File: config.mk
export PLATFORM = sky130hd
export DESIGN_NAME = risc_controller_flat
export DESIGN_NICKNAME = d
export VERILOG_FILES = /design/src/rtl/risc_pkg.sv /design/src/rtl/risc_controller_if.sv /design/src/rtl/risc_counter.sv /design/src/rtl/risc_controller.sv /design/src/flat_wrapper.sv
export SDC_FILE = /design/constraint.sdc
export NUM_CORES = 1
export LEC_CHECK = 0
export CAP_MARGIN = 20
export CORE_MARGIN = 2
export CORE_UTILIZATION = 40
export CTS_CLUSTER_SIZE = 8
export DETAILED_ROUTE_END_ITERATION = 8
export PLACE_DENSITY = 0.8
export REMOVE_ABC_BUFFERS = 1
export SLEW_MARGIN = 40
export SYNTH_ARGS = -nofsm -noshare
export SYNTH_HDL_FRONTEND = slang
export SYNTH_SLANG_ARGS = --single-unit
File: constraint.sdc
create_clock -name clk -period 6.55 [get_ports clk]
set_clock_uncertainty 0.1 [all_clocks]
set_input_delay 1.6375 -clock clk [delete_from_list [all_inputs] [get_ports clk]]
set_output_delay 1.6375 -clock clk [all_outputs]
set_load 0.01 [all_outputs]
File: src/rtl/risc_pkg.sv
// Shared constants for the 8-bit RISC CPU: opcode values, sequencer phases, default widths.
// Reused by the controller, its counters and the ALU datapath.
package risc_pkg;

   localparam int DEF_ADDR_W = 5;
   localparam int DEF_OPC_W  = 3;

   localparam logic [DEF_OPC_W-1:0] HLT = 3'd0;
   localparam logic [DEF_OPC_W-1:0] SKZ = 3'd1;
   localparam logic [DEF_OPC_W-1:0] ADD = 3'd2;
   localparam logic [DEF_OPC_W-1:0] AND = 3'd3;
   localparam logic [DEF_OPC_W-1:0] XOR = 3'd4;
   localparam logic [DEF_OPC_W-1:0] LDA = 3'd5;
   localparam logic [DEF_OPC_W-1:0] STO = 3'd6;
   localparam logic [DEF_OPC_W-1:0] JMP = 3'd7;

   typedef enum logic [2:0] {
      INST_ADDR  = 3'd0,
      INST_FETCH = 3'd1,
      INST_LOAD  = 3'd2,
      IDLE       = 3'd3,
      OP_ADDR    = 3'd4,
      OP_FETCH   = 3'd5,
      ALU_OP     = 3'd6,
      STORE      = 3'd7
   } phase_t;

   function automatic logic is_aluop(input logic [DEF_OPC_W-1:0] opc);
      return (opc == ADD) || (opc == AND) || (opc == XOR) || (opc == LDA);
   endfunction

endpackage

File: src/rtl/risc_controller_if.sv
// Controller <-> memory/datapath signal bundle; master is the controller side.
// Purely combinational wiring, no flow control.
interface risc_controller_if;
   import risc_pkg::*;

   logic [DEF_ADDR_W+DEF_OPC_W-1:0] mem_rdata;
   logic                            acc_zero;
   logic [DEF_ADDR_W-1:0]           mem_addr;
   logic                            mem_rd;
   logic                            mem_wr;
   logic                            ld_ac;
   logic [DEF_OPC_W-1:0]            opcode;
   logic                            halt;
   logic [DEF_ADDR_W-1:0]           pc_out;

   modport master (
      input  mem_rdata, acc_zero,
      output mem_addr, mem_rd, mem_wr, ld_ac, opcode, halt, pc_out
   );

   modport slave (
      output mem_rdata, acc_zero,
      input  mem_addr, mem_rd, mem_wr, ld_ac, opcode, halt, pc_out
   );

endinterface

File: src/rtl/risc_counter.sv
// Loadable wrapping up-counter with enable; load takes priority over increment.
// Single-cycle update, no backpressure.
module risc_counter #(
   parameter int W = 5
) (
   input  logic         clk,
   input  logic         rst_n,
   input  logic         en_i,
   input  logic         ld_i,
   input  logic [W-1:0] d_i,
   output logic [W-1:0] q_o
);

   logic [W-1:0] q_q;
   logic [W-1:0] q_d;

   always_comb begin
      q_d = q_q;
      if (ld_i) begin
         q_d = d_i;
      end else if (en_i) begin
         q_d = q_q + W'(1);
      end
   end

   always_ff @(posedge clk or negedge rst_n) begin
      if (!rst_n) begin
         q_q <= '0;
      end else begin
         q_q <= q_d;
      end
   end

   assign q_o = q_q;

endmodule

File: src/rtl/risc_controller.sv
// Fetch/execute sequencer: owns PC, IR and phase; decodes memory strobes and ALU controls.
// Latency: 8 clocks per instruction, outputs combinational from phase/IR; no backpressure.
module risc_controller
   import risc_pkg::*;
#(
   parameter int ADDR_W = DEF_ADDR_W,
   parameter int OPC_W  = DEF_OPC_W
) (
   input  logic                clk,
   input  logic                rst_n,
   risc_controller_if.master   bus
);

   localparam int INST_W = ADDR_W + OPC_W;

   logic [2:0]        phase_cnt;
   phase_t            phase;
   logic              phase_en;
   logic [ADDR_W-1:0] pc;
   logic              pc_en;
   logic              pc_ld;
   logic [INST_W-1:0] ir_q, ir_d;
   logic              halt_q, halt_d;
   logic [OPC_W-1:0]  opc;
   logic [ADDR_W-1:0] operand;
   logic              aluop;

   logic [ADDR_W-1:0] mem_addr;
   logic              mem_rd;
   logic              mem_wr;
   logic              ld_ac;

   assign phase   = phase_t'(phase_cnt);
   assign opc     = ir_q[INST_W-1:ADDR_W];
   assign operand = ir_q[ADDR_W-1:0];
   assign aluop   = is_aluop(opc);

   risc_counter #(.W(3)) u_phase (
      .clk   (clk),
      .rst_n (rst_n),
      .en_i  (phase_en),
      .ld_i  (1'b0),
      .d_i   (3'd0),
      .q_o   (phase_cnt)
   );

   risc_counter #(.W(ADDR_W)) u_pc (
      .clk   (clk),
      .rst_n (rst_n),
      .en_i  (pc_en),
      .ld_i  (pc_ld),
      .d_i   (operand),
      .q_o   (pc)
   );

   always_comb begin
      ir_d     = ir_q;
      halt_d   = halt_q;
      phase_en = !halt_q;
      pc_en    = 1'b0;
      pc_ld    = 1'b0;
      mem_addr = pc;
      mem_rd   = 1'b0;
      mem_wr   = 1'b0;
      ld_ac    = 1'b0;
      case (phase)
         INST_ADDR: ;
         INST_FETCH: mem_rd = 1'b1;
         INST_LOAD, IDLE: begin
            mem_rd = 1'b1;
            ir_d   = bus.mem_rdata;
         end
         OP_ADDR: begin
            mem_addr = operand;
            // Halt parks the sequencer here; PC still steps once on entry.
            if (!halt_q) begin
               pc_en = 1'b1;
               if (opc == HLT) begin
                  halt_d   = 1'b1;
                  phase_en = 1'b0;
               end
            end
         end
         OP_FETCH: begin
            mem_addr = operand;
            mem_rd   = aluop;
         end
         ALU_OP: begin
            mem_addr = operand;
            mem_rd   = aluop;
            pc_en    = (opc == SKZ) && bus.acc_zero;
         end
         STORE: begin
            mem_addr = operand;
            mem_rd   = aluop;
            ld_ac    = aluop;
            mem_wr   = (opc == STO);
            pc_ld    = (opc == JMP);
         end
         default: ;
      endcase
   end

   always_ff @(posedge clk or negedge rst_n) begin
      if (!rst_n) begin
         ir_q   <= '0;
         halt_q <= 1'b0;
      end else begin
         ir_q   <= ir_d;
         halt_q <= halt_d;
      end
   end

   assign bus.mem_addr = mem_addr;
   assign bus.mem_rd   = mem_rd;
   assign bus.mem_wr   = mem_wr;
   assign bus.ld_ac    = ld_ac;
   assign bus.opcode   = opc;
   assign bus.halt     = halt_q;
   assign bus.pc_out   = pc;

endmodule

File: src/flat_wrapper.sv
// flat-port wrapper written by rule: the top's interface ports become plain ports
module risc_controller_flat import risc_pkg::*;
#(
   parameter int ADDR_W = DEF_ADDR_W,
   parameter int OPC_W  = DEF_OPC_W
)
  (clk, rst_n, bus_mem_rdata, bus_acc_zero, bus_mem_addr, bus_mem_rd, bus_mem_wr, bus_ld_ac, bus_opcode, bus_halt, bus_pc_out);
  risc_controller_if bus_i ();
  input  logic clk;
  input  logic rst_n;
  input wire logic [$bits(bus_i.mem_rdata)-1:0] bus_mem_rdata;
  input wire logic [$bits(bus_i.acc_zero)-1:0] bus_acc_zero;
  output wire logic [$bits(bus_i.mem_addr)-1:0] bus_mem_addr;
  output wire logic [$bits(bus_i.mem_rd)-1:0] bus_mem_rd;
  output wire logic [$bits(bus_i.mem_wr)-1:0] bus_mem_wr;
  output wire logic [$bits(bus_i.ld_ac)-1:0] bus_ld_ac;
  output wire logic [$bits(bus_i.opcode)-1:0] bus_opcode;
  output wire logic [$bits(bus_i.halt)-1:0] bus_halt;
  output wire logic [$bits(bus_i.pc_out)-1:0] bus_pc_out;
  assign bus_i.mem_rdata = bus_mem_rdata;
  assign bus_i.acc_zero = bus_acc_zero;
  assign bus_mem_addr = bus_i.mem_addr;
  assign bus_mem_rd = bus_i.mem_rd;
  assign bus_mem_wr = bus_i.mem_wr;
  assign bus_ld_ac = bus_i.ld_ac;
  assign bus_opcode = bus_i.opcode;
  assign bus_halt = bus_i.halt;
  assign bus_pc_out = bus_i.pc_out;
  risc_controller #(.ADDR_W(ADDR_W), .OPC_W(OPC_W)) u_core (.clk(clk), .rst_n(rst_n), .bus(bus_i));
endmodule
==> impl_metrics.ini <==
[status]
outcome = finished, final reports clean

[yosys]
yosys.area_share.simple_pct = 14.9
synthMuxAreaShare_pct = 17.2
postSynthAreaPerCell_um2 = 10.8
synthesized_area_fraction_occupied_by_ao_oa_aoi_and_oai_cells_pct = 10.7
synth.lib_cells_used.distinct = 31
post-synth-top-area-cell = sky130_fd_sc_hd__dfrtp_1
yosys_warnings = 0
postSynthRegisterBits = 17
postSynth.asyncResetShare_pct = 100
yosys-top-cells-area = sky130_fd_sc_hd__dfrtp_1 41%, sky130_fd_sc_hd__mux2_2 16%, sky130_fd_sc_hd__ha_1 9.6%
synth_top_family_by_area = multiplexers
fraction_of_the_mapped_netlist_area_in_adder_cells_pct = 9.64
post_synthesis_instance_area_um2 = 1040
yosys_most_used_dff = sky130_fd_sc_hd__dfrtp_1
synthesis.instances = 96
synth_enable_flop_cells = 0
seq_area_frac_synth_pct = 41.0
synth_top_area_share_pct = 41.0
synthXorXnorAreaFrac_pct = 2.53

[worst_hold_path]
hold_path_depth = 2
worstHoldStart = u_core.ir_q[1]
timing.hold.worst_endpoint = u_core.u_pc.q_o[1]
worst_hold_path_type = reg2reg

[place]
post-dp-hpwl_um = 1600
portBuffers = 27
gpl.final_weighted_congestion = 0.830
dpl-instance-area_um2 = 1320
place_ws_ns = 2.51

[flow_run]
drv.max_cap_violation_count = 0

[route]
top_layer_used = met4
drt-vias-per-instance = 5.14
wl_met1_um = 838
num_vias = 787
detail_route.drc_violations = 0
met2WireLength_um = 1120
wl_final_um = 2050
drt_first_iter_violations = 5
drtAntennaViolNets = 0
dr_wl_met3_um = 67
number_of_detailed_route_iterations_in_the_first_pass = 3
post_drt_wl_per_cell_um = 13.4

[timing]
setup-violations-final = 0
period_needed_ns = 4.35
tightest_slew_ns = 0.512
final_sum_of_negative_setup_slack_ns = 0
finalHoldViolCount = 0
relSlewSlack_pct = 65.6
fmaxAchievable_mhz = 230
hold_ws_ns = 0.428
postLayoutSetupSlackWorst_ns = 2.20
rsz0062_at_grt = false
final_min_period_over_clock_period_pct = 66.4
final_max_slew_viol_count = 0

[clock_tree]
cts_made_buffers = 3
tritoncts = done
clkSlewWorstSetupHoldPaths_ns = 0.10
postCtsHoldBufs = 0
clock-sinks = 17
cts_root_buf = sky130_fd_sc_hd__clkbuf_4
post-cts-setup-buffer-count = 0
post_cts_resized = 0
clkLatencyLatePin_ns = 0.29
h-tree-depth = 1
clock_tree.buffer_depth = 2

[critical_path]
rrSetupSlack_ns = 4.69
regToRegEndpoint = u_core.u_pc.q_o[3]
rr_worst_depth = 6
worstSetupPathType = reg2out
worstPathMaxFanout = 5
cp_data_required_time_ns = 4.81
worstReg2RegStart = u_core.u_phase.q_o[1]
worstSetupStartpointType = flip-flop
worst_setup_end_kind = output port
critPathArrivalTime_ns = 2.61

[die]
initial_core_util_pct = 41.9
x_dimension_of_the_die_um = 55.0
rows = 18
die_area_um2 = 3020
io_pins = 28
design.core.area_um2 = 2480
fp.dieH_um = 55.0

[finish]
multiInputGateArea_um2 = 572
final_nets = 143
layout-area-overhead-vs-synth_pct = 29.2
fillerInstances = 228
drive_gt1_share_pct = 20.3
seq_area_um2 = 425
fin_util_pct = 54.1
post-route-cell-area_um2 = 1340
num_antenna_cells = 0

[grt]
grt.overflow.total = 0
global_route_usage_sum_pct = 16.1
first_global_vias = 787
wire_length_of_the_first_global_routing_pass_um = 3390
maximum_number_of_pins_on_one_net_before_global_route_repair = 18
number_of_antenna_violations_at_the_first_check_in_global_routing = 0

[pwr]
cellLeakagePower_nw = 0.553
powerDensity_nw_per_um2 = 537
power.ir.vdd_worst_uv = 269
## registers in the layout, indices dropped and copies added (netlist names)
signal / flops
u_core.ir_q: 8
u_core.u_pc.q_o: 5
u_core.u_phase.q_o: 3
u_core.bus.halt: 1
## metrics by stage
| stage | std cells | power, mW |
|---|---|---|
| 6_report | 153 | 0.720 |
| 5_1_grt | 153 | 0.783 |
| 4_1_cts | 153 | 0.730 |
| 3_5_place_dp | 149 | 0.672 |
| 3_3_place_gp | 149 | 0.657 |
| 2_1_floorplan | 92 | 0.485 |
## critical path: stages (launching register included)
cell and delay [ns]:
sky130_fd_sc_hd__dfrtp_1 0.38, sky130_fd_sc_hd__inv_1 0.10, sky130_fd_sc_hd__ha_1 0.25, sky130_fd_sc_hd__or3_1 0.39, sky130_fd_sc_hd__a21oi_2 0.33, sky130_fd_sc_hd__mux2_2 0.39
sky130_fd_sc_hd__clkdlybuf4s50_1 0.48
## synthesized netlist by cell type, drive strengths merged (2+ instances only)
master and count:
and3 2, nand3 2, nand2 11, dfrtp 17, ha 8, nor3 3
buf 3, inv 4, mux2 15, a21oi 7, nor2 4, xnor2 2
o211ai 2
## worst max-delay path by stage
| stage | from | to | cells after the start |
|---|---|---|---|
| 6_report | u_core.u_phase.q_o[0] | bus_mem_addr[1] | 6 |
| 5_1_grt | u_core.u_phase.q_o[0] | bus_mem_addr[1] | 6 |
| 4_1_cts | u_core.u_phase.q_o[0] | bus_mem_addr[1] | 6 |
| 3_5_place_dp | u_core.u_phase.q_o[0] | bus_mem_addr[0] | 6 |
| 3_3_place_gp | u_core.u_phase.q_o[0] | bus_mem_addr[0] | 6 |
| 2_1_floorplan | u_core.u_phase.q_o[0] | bus_mem_addr[0] | 5 |
## layer usage
metal  up-vias  GRT usage, %
met5         -             0
met4         0          7.32
met3         4          3.76
li1        391             -
met2        10          28.8
met1       382          18.2
## cell type report
type | instances | share of cell area [%]
inverter | 4 | 1.12
timing repair buffer | 27 | 19.8
multi-input combinational | 71 | 42.6
tap | 30 | 2.80
sequential | 17 | 31.7
clock buffer | 4 | 1.96
## cells by family after synthesis
kind of cell | Yosys count
fa+ha+maj | 8
mux | 16
buf+inv | 8
xor+xnor | 3
compound gates | 14
simple gates | 30
flops | 17
## placed cells by master, fill, tap and decap left out, types with 3 or more instances in the layout
| cell type | netlist | routed |
|---|---|---|
| sky130_fd_sc_hd__clkbuf_4 | 0 | 3 |
| sky130_fd_sc_hd__inv_1 | 3 | 3 |
| sky130_fd_sc_hd__mux2_2 | 15 | 15 |
| sky130_fd_sc_hd__a21oi_1 | 5 | 5 |
| sky130_fd_sc_hd__clkdlybuf4s50_1 | 0 | 26 |
| sky130_fd_sc_hd__nor3_1 | 3 | 3 |
| sky130_fd_sc_hd__nor2_1 | 4 | 4 |
| sky130_fd_sc_hd__ha_1 | 8 | 8 |
| sky130_fd_sc_hd__dfrtp_1 | 17 | 17 |
| sky130_fd_sc_hd__nand2_1 | 11 | 11 |
## where the power goes
group          switching [mW]  leakage [nW]  internal (mW)
clock network          0.0321        0.0150         0.0237
logic                   0.189         0.349          0.257
registers              0.0613         0.189          0.157
total                   0.283         0.553          0.438
Note: power is estimated with default switching activity, not from simulation.
